==> config.mk <==
export PLATFORM = sky130hd
export DESIGN_NAME = reg_wb_arb
export DESIGN_NICKNAME = d
export VERILOG_FILES = /design/src/rtl/reg_wb_arb.sv
export SDC_FILE = /design/constraint.sdc
export NUM_CORES = 1
export LEC_CHECK = 0
export BUFFER_PORTS_ARGS = -buffer_cell sky130_fd_sc_hd__buf_2
export CELL_PAD_IN_SITES_DETAIL_PLACEMENT = 1
export CELL_PAD_IN_SITES_GLOBAL_PLACEMENT = 1
export CORE_UTILIZATION = 30
export CTS_CLUSTER_SIZE = 20
export DETAILED_ROUTE_END_ITERATION = 12
export PLACE_DENSITY = 0.61
export SLEW_MARGIN = 20
export SYNTH_ARGS = -nofsm -noshare
export SYNTH_HDL_FRONTEND = slang
export SYNTH_SLANG_ARGS = --single-unit
export TNS_END_PERCENT = 5
==> constraint.sdc <==
create_clock -name clk -period 4.1 [get_ports clk]
set_input_delay 0.615 -clock clk [delete_from_list [all_inputs] [get_ports clk]]
set_output_delay 0.615 -clock clk [all_outputs]
set_load 0.05 [all_outputs]
==> src/rtl/reg_wb_arb.sv <==
// Write-back arbiter for the register file's single write port.
// ALU results take priority, load returns wait in a FIFO, and forced slots bound their wait.
module reg_wb_arb #(
  parameter int ADDR_WIDTH    = 4,
  parameter int DATA_WIDTH    = 16,
  parameter int REG_FILE_SIZE = 16,
  parameter int LD_FIFO_DEPTH = 4,
  parameter int STARVE_LIMIT  = 4
) (
  input  logic                             clk,
  input  logic                             rst,
  input  logic                             alu_w_valid,
  output logic                             alu_w_ready,
  input  logic [ADDR_WIDTH-1:0]            alu_w_addr,
  input  logic [DATA_WIDTH-1:0]            alu_w_data,
  input  logic                             ld_issue_valid,
  input  logic [ADDR_WIDTH-1:0]            ld_issue_addr,
  input  logic                             ld_ret_valid,
  output logic                             ld_ret_ready,
  input  logic [ADDR_WIDTH-1:0]            ld_ret_addr,
  input  logic [DATA_WIDTH-1:0]            ld_ret_data,
  output logic                             reg_w_en,
  output logic [ADDR_WIDTH-1:0]            reg_w_addr,
  output logic [DATA_WIDTH-1:0]            reg_w_data,
  output logic [REG_FILE_SIZE-1:0]         pending,
  output logic [$clog2(LD_FIFO_DEPTH):0]   ld_fifo_count,
  output logic                             hazard_err
);

  localparam int PTR_W = $clog2(LD_FIFO_DEPTH);
  localparam int CNT_W = PTR_W + 1;
  localparam int SC_W  = $clog2(STARVE_LIMIT + 1);
  localparam logic [CNT_W-1:0] FIFO_FULL  = CNT_W'(LD_FIFO_DEPTH);
  localparam logic [SC_W-1:0]  STARVE_MAX = SC_W'(STARVE_LIMIT);

  typedef struct packed {
    logic [ADDR_WIDTH-1:0] addr;
    logic [DATA_WIDTH-1:0] data;
  } ld_entry_t;

  typedef enum logic [1:0] {
    GNT_NONE,
    GNT_ALU,
    GNT_LOAD
  } grant_e;

  ld_entry_t                mem_q [LD_FIFO_DEPTH];
  ld_entry_t                mem_d [LD_FIFO_DEPTH];
  logic [PTR_W-1:0]         wr_ptr_q, wr_ptr_d;
  logic [PTR_W-1:0]         rd_ptr_q, rd_ptr_d;
  logic [CNT_W-1:0]         count_q, count_d;
  logic [SC_W-1:0]          starve_q, starve_d;
  logic [REG_FILE_SIZE-1:0] pending_q, pending_d;
  logic                     hazard_q, hazard_d;
  logic                     reg_w_en_q, reg_w_en_d;
  logic                     reg_w_ld_q, reg_w_ld_d;
  logic [ADDR_WIDTH-1:0]    reg_w_addr_q, reg_w_addr_d;
  logic [DATA_WIDTH-1:0]    reg_w_data_q, reg_w_data_d;

  logic      fifo_empty;
  logic      force_ld;
  logic      push;
  logic      pop;
  grant_e    grant;
  ld_entry_t head;

  always_comb begin
    fifo_empty   = (count_q == '0);
    force_ld     = (starve_q == STARVE_MAX) && !fifo_empty;
    alu_w_ready  = !rst && !force_ld;
    ld_ret_ready = !rst && (count_q < FIFO_FULL);
    push         = ld_ret_valid && ld_ret_ready;
    head         = mem_q[rd_ptr_q];

    grant = GNT_NONE;
    if (rst) begin
      grant = GNT_NONE;
    end else if (force_ld) begin
      grant = GNT_LOAD;
    end else if (alu_w_valid) begin
      grant = GNT_ALU;
    end else if (!fifo_empty) begin
      grant = GNT_LOAD;
    end
    pop = (grant == GNT_LOAD);
  end

  // A push into an empty FIFO is never popped in the same cycle: pop only reads stored entries.
  always_comb begin
    mem_d    = mem_q;
    wr_ptr_d = wr_ptr_q;
    rd_ptr_d = rd_ptr_q;
    count_d  = count_q;
    if (push) begin
      mem_d[wr_ptr_q] = '{addr: ld_ret_addr, data: ld_ret_data};
      wr_ptr_d        = wr_ptr_q + 1'b1;
    end
    if (pop) begin
      rd_ptr_d = rd_ptr_q + 1'b1;
    end
    case ({push, pop})
      2'b10:   count_d = count_q + CNT_W'(1);
      2'b01:   count_d = count_q - CNT_W'(1);
      default: count_d = count_q;
    endcase
  end

  always_comb begin
    starve_d = starve_q;
    if (fifo_empty || pop) begin
      starve_d = '0;
    end else if (grant == GNT_ALU && starve_q != STARVE_MAX) begin
      starve_d = starve_q + SC_W'(1);
    end
  end

  always_comb begin
    reg_w_en_d   = 1'b0;
    reg_w_ld_d   = 1'b0;
    reg_w_addr_d = reg_w_addr_q;
    reg_w_data_d = reg_w_data_q;
    case (grant)
      GNT_ALU: begin
        reg_w_en_d   = 1'b1;
        reg_w_addr_d = alu_w_addr;
        reg_w_data_d = alu_w_data;
      end
      GNT_LOAD: begin
        reg_w_en_d   = 1'b1;
        reg_w_ld_d   = 1'b1;
        reg_w_addr_d = head.addr;
        reg_w_data_d = head.data;
      end
      default: begin
        reg_w_en_d = 1'b0;
      end
    endcase
  end

  // Clear follows the presented load write so the bit drops when the value becomes readable.
  always_comb begin
    pending_d = pending_q;
    hazard_d  = hazard_q;
    if (reg_w_en_q && reg_w_ld_q) begin
      pending_d[reg_w_addr_q] = 1'b0;
    end
    if (ld_issue_valid) begin
      pending_d[ld_issue_addr] = 1'b1;
    end
    if (grant == GNT_ALU && pending_q[alu_w_addr]) begin
      hazard_d = 1'b1;
    end
  end

  always_ff @(posedge clk) begin
    if (rst) begin
      wr_ptr_q     <= '0;
      rd_ptr_q     <= '0;
      count_q      <= '0;
      starve_q     <= '0;
      pending_q    <= '0;
      hazard_q     <= 1'b0;
      reg_w_en_q   <= 1'b0;
      reg_w_ld_q   <= 1'b0;
      reg_w_addr_q <= '0;
      reg_w_data_q <= '0;
    end else begin
      wr_ptr_q     <= wr_ptr_d;
      rd_ptr_q     <= rd_ptr_d;
      count_q      <= count_d;
      starve_q     <= starve_d;
      pending_q    <= pending_d;
      hazard_q     <= hazard_d;
      reg_w_en_q   <= reg_w_en_d;
      reg_w_ld_q   <= reg_w_ld_d;
      reg_w_addr_q <= reg_w_addr_d;
      reg_w_data_q <= reg_w_data_d;
    end
  end

  always_ff @(posedge clk) begin
    mem_q <= mem_d;
  end

  assign reg_w_en      = reg_w_en_q;
  assign reg_w_addr    = reg_w_addr_q;
  assign reg_w_data    = reg_w_data_q;
  assign pending       = pending_q;
  assign ld_fifo_count = count_q;
  assign hazard_err    = hazard_q;

endmodule
==> flow_summary.yaml <==
finish:
  fin_util_pct: 37.89
  nets: 549
  layout-drive-gt1-share_pct: 30.62
  syn_to_final_growth_pct: 23.83
power:
  p_leak_nw: 2.383
  power_frac_comb_pct: 11.3
  sw_frac_of_total_pct: 27.53
  ir_worst_vdd_mv: 0.2967
  p_per_area_mw_per_mm2: 495.3
  finalPower_w: 0.003224
  p_sw_w: 0.0008874
  seqPwrFrac_pct: 45.6
  internal-power_w: 0.002336
  clkPwrFrac_pct: 43.2
clock_tree:
  cts_tree: "yes"
  htreeDepth: 4
  numCtsBuffers: 17
  cts_num_sinks: 129
  post-cts-setup-buffer-count: 0
  insertion_delay_ps: 420
  cts_resized: 0
  cts.root.buffer_cell: "clkbuf_16"
  cts_hold_buf: 0
  clk_pin_slew_ps: 60
  clk_path_buf_depth: 2
timing:
  max_slew_margin_pct: 53.39
  fin_worst_skew_ps: 6.798
  fin_crit_sh_pct: 67.47
  rsz0062_at_grt: "false"
  clock.fmax_mhz: 361.5
  setup_viol: 0
  finalMaxSlewViolations: 0
  finalHoldViolCount: 0
  worstMarginPinSlew_ps: 698.4
  fin_crit_ps: 2766
  fin_ws_ps: 1334
  tns_ps: 0
  holdWs_ps: 410.1
grt:
  first_global_vias: 3842
  busiest_layer: "met2"
  track_usage_pct: 15.02
  grt.overflow.total: 0
  grt_pass1_wl_mm: 20.15
  met2_usage_pct: 25.62
  grt_use_met3_pct: 3.741
  gr-usage-met1_pct: 17.61
  grt_max_degree: 36
  antenna_found_initial: 1
synth:
  yosysUniqueCellTypes: 35
  syn_nets: 450
  synth-xor-area-share_pct: 1.166
  synth_area_mm2: 0.005256
  synth_largest_area_cell: "edfxtp_1"
  yosys.area_share.simple_pct: 7.593
  ys_seq_area_share_pct: 64.37
  syn-instance-count: 391
  yosys_warnings: 0
  synth_area_leaders: "edfxtp_1, dfxtp_1, mux4_2, a21oi_1, nand2_1"
  ys_ff_latch: 129
  synth_compound_area_share_pct: 9.807
  synth.top_cell.area_share_pct: 45.70
  synthMuxAreaShare_pct: 10.38
  syn_area_per_cell_um2: 13.44
  synth_top_family_by_area: "multiplexers"
  synthAdderAreaFrac_pct: 2.523
worst_setup_path:
  worstReg2RegStart: "starve_q[0]"
  worstReg2RegEnd: "ld_fifo_count[2]"
  startpoint: "starve_q[0]"
  cp_max_fo: 10
  required_ps: 4450
  reg2reg_depth: 13
  end_kind: "flop"
  critical_path_class: "flop to flop"
  r2r_slack_ps: 1330
  arrival_ps: 3110
  critPathLaunchType: "flop"
min_path:
  whs_endpoint: "mem_q[75]"
  min_path_type: "input pin to flop"
  hold_path.startpoint: "ld_ret_data[15]"
  holdPathStages: 1
routing:
  wl_per_cell_um: 17.38
  drc_errors: 0
  firstDrtPassIters: 4
  routed-via-count: 3526
  via_per_inst: 4.837
  drtAntennaViolNets: 0
  routed_wirelength_mm: 12.67
  drt_iter0_drc: 123
floorplan:
  start_util_pct: 30.60
  die-height_um: 134.4
  dieArea_mm2: 0.01805
  io_pins: 92
  die_w_um: 134.4
  rows: 48
  core_region_area_mm2: 0.01718
job:
  max-cap-violations: 0
place:
  dpl.hpwl_mm: 8.952
  io_buffers: 91
  pre_cts_ws_ps: 1256
  place_congestion: 0.7373
run_status:
  status: "completed"
[layer usage]
layer  up-vias  share of wire [%]
li1       1661                  -
met1      1764                 44
met2        80                 50
met3        21                3.8
met4         0                2.3
met5         -                  0
[cell usage after synthesis]
cell type and number:
nor3_1 1, a221o_1 1, and3b_1 1, clkbuf_1 10, buf_6 3, nand2_1 44, a311oi_1 1, dfxtp_1 49
ha_1 9, and2_1 2, nor2b_1 3, nand3_1 7, nor4b_1 1, o21ai_0 14, a2111oi_0 1, mux2i_1 2
or3_1 2, nor2_1 15, a221oi_1 18, a221oi_2 2, and3_1 5, buf_2 4, nor3b_1 1, mux4_2 21
nand4_1 5, nand2b_1 1, mux4_1 2, a21oi_1 40, xnor2_1 3, inv_1 32, o31ai_1 4, xor2_1 4
edfxtp_1 80, fa_1 1, buf_1 2
[final cells by class]
class,count,area (um2)
Fill cell,1871,10670
Sequential cell,129,3385
Multi-Input combinational cell,211,1654
Timing Repair Buffer,99,515.5
Clock buffer,17,425.4
Tap cell,225,281.5
Clock inverter,15,125.1
Inverter,32,120.1
Antenna cell,1,2.502
[through the flow]
stage	cell area (um2)	instances
global placement	5954	696
finish	6509	729
detailed placement	5954	696
global route	6506	728
CTS	6505	728
floorplan	5256	391
[registers in the layout, summed over array words and instances (netlist names)]
register / count
reg_w_ld_q: 1
hazard_err: 1
starve_q: 3
rd_ptr_q: 2
wr_ptr_q: 2
reg_w_en: 1
reg_w_addr: 4
mem_q: 80
reg_w_data: 16
ld_fifo_count: 3
pending: 16
[cells in the final DEF (no fill, tap or decap), types with 4 or more instances in the layout]
cell,count
xor2_1,4
and3_1,5
inv_1,32
edfxtp_1,80
buf_2,91
ha_1,9
mux4_2,21
nand4_1,5
inv_6,6
nand3_1,7
a21oi_1,40
dfxtp_1,48
nand2_1,44
clkbuf_16,17
a221oi_1,18
buf_4,8
nor2_1,15
o21ai_0,14
o31ai_1,4
[critical path: stages, from the launching register on]
cell and delay (ps):
dfxtp_1 310, inv_1 100, ha_1 160, nand2_1 120, a21oi_1 180, nand2_1 90
inv_1 60, ha_1 360, ha_1 260, inv_1 60, fa_1 380, xor2_1 160
or3_1 310, a21oi_1 140
[cell families (layout without fill, tap and decap cells)]
kind of cell             Yosys count  count (layout)
AO/OA/AOI/OAI                     81              81
XOR/XNOR                           7               7
adder cells (fa/ha/maj)           10              10
buffers and inverters             51             163
flip-flops                       129             129
multiplexers                      25              25
other                              0               1
AND/OR/NAND/NOR                   88              88
[how the worst max path moves through the flow]
stage / to / slack, ps / depth (start not counted)
3_5_place_dp: ld_fifo_count[2] / 1260 / 10
3_3_place_gp: ld_fifo_count[2] / 1390 / 10
5_1_grt: ld_fifo_count[2] / 1080 / 13
2_1_floorplan: ld_fifo_count[2] / 1140 / 11
4_1_cts: ld_fifo_count[2] / 1330 / 13
6_report: ld_fifo_count[2] / 1330 / 13
[power by group through the flow]
stage	Combinational [W]	Sequential, W	Clock, W
final	0.000363	0.00147	0.00139
after global routing	0.000395	0.00147	0.00148
after CTS	0.000368	0.00147	0.00143
after detailed placement	0.000368	0.00150	0
after global placement	0.000360	0.00149	0
after floorplan	0.000154	0.00159	0
Note: power is estimated with default switching activity, not from simulation.
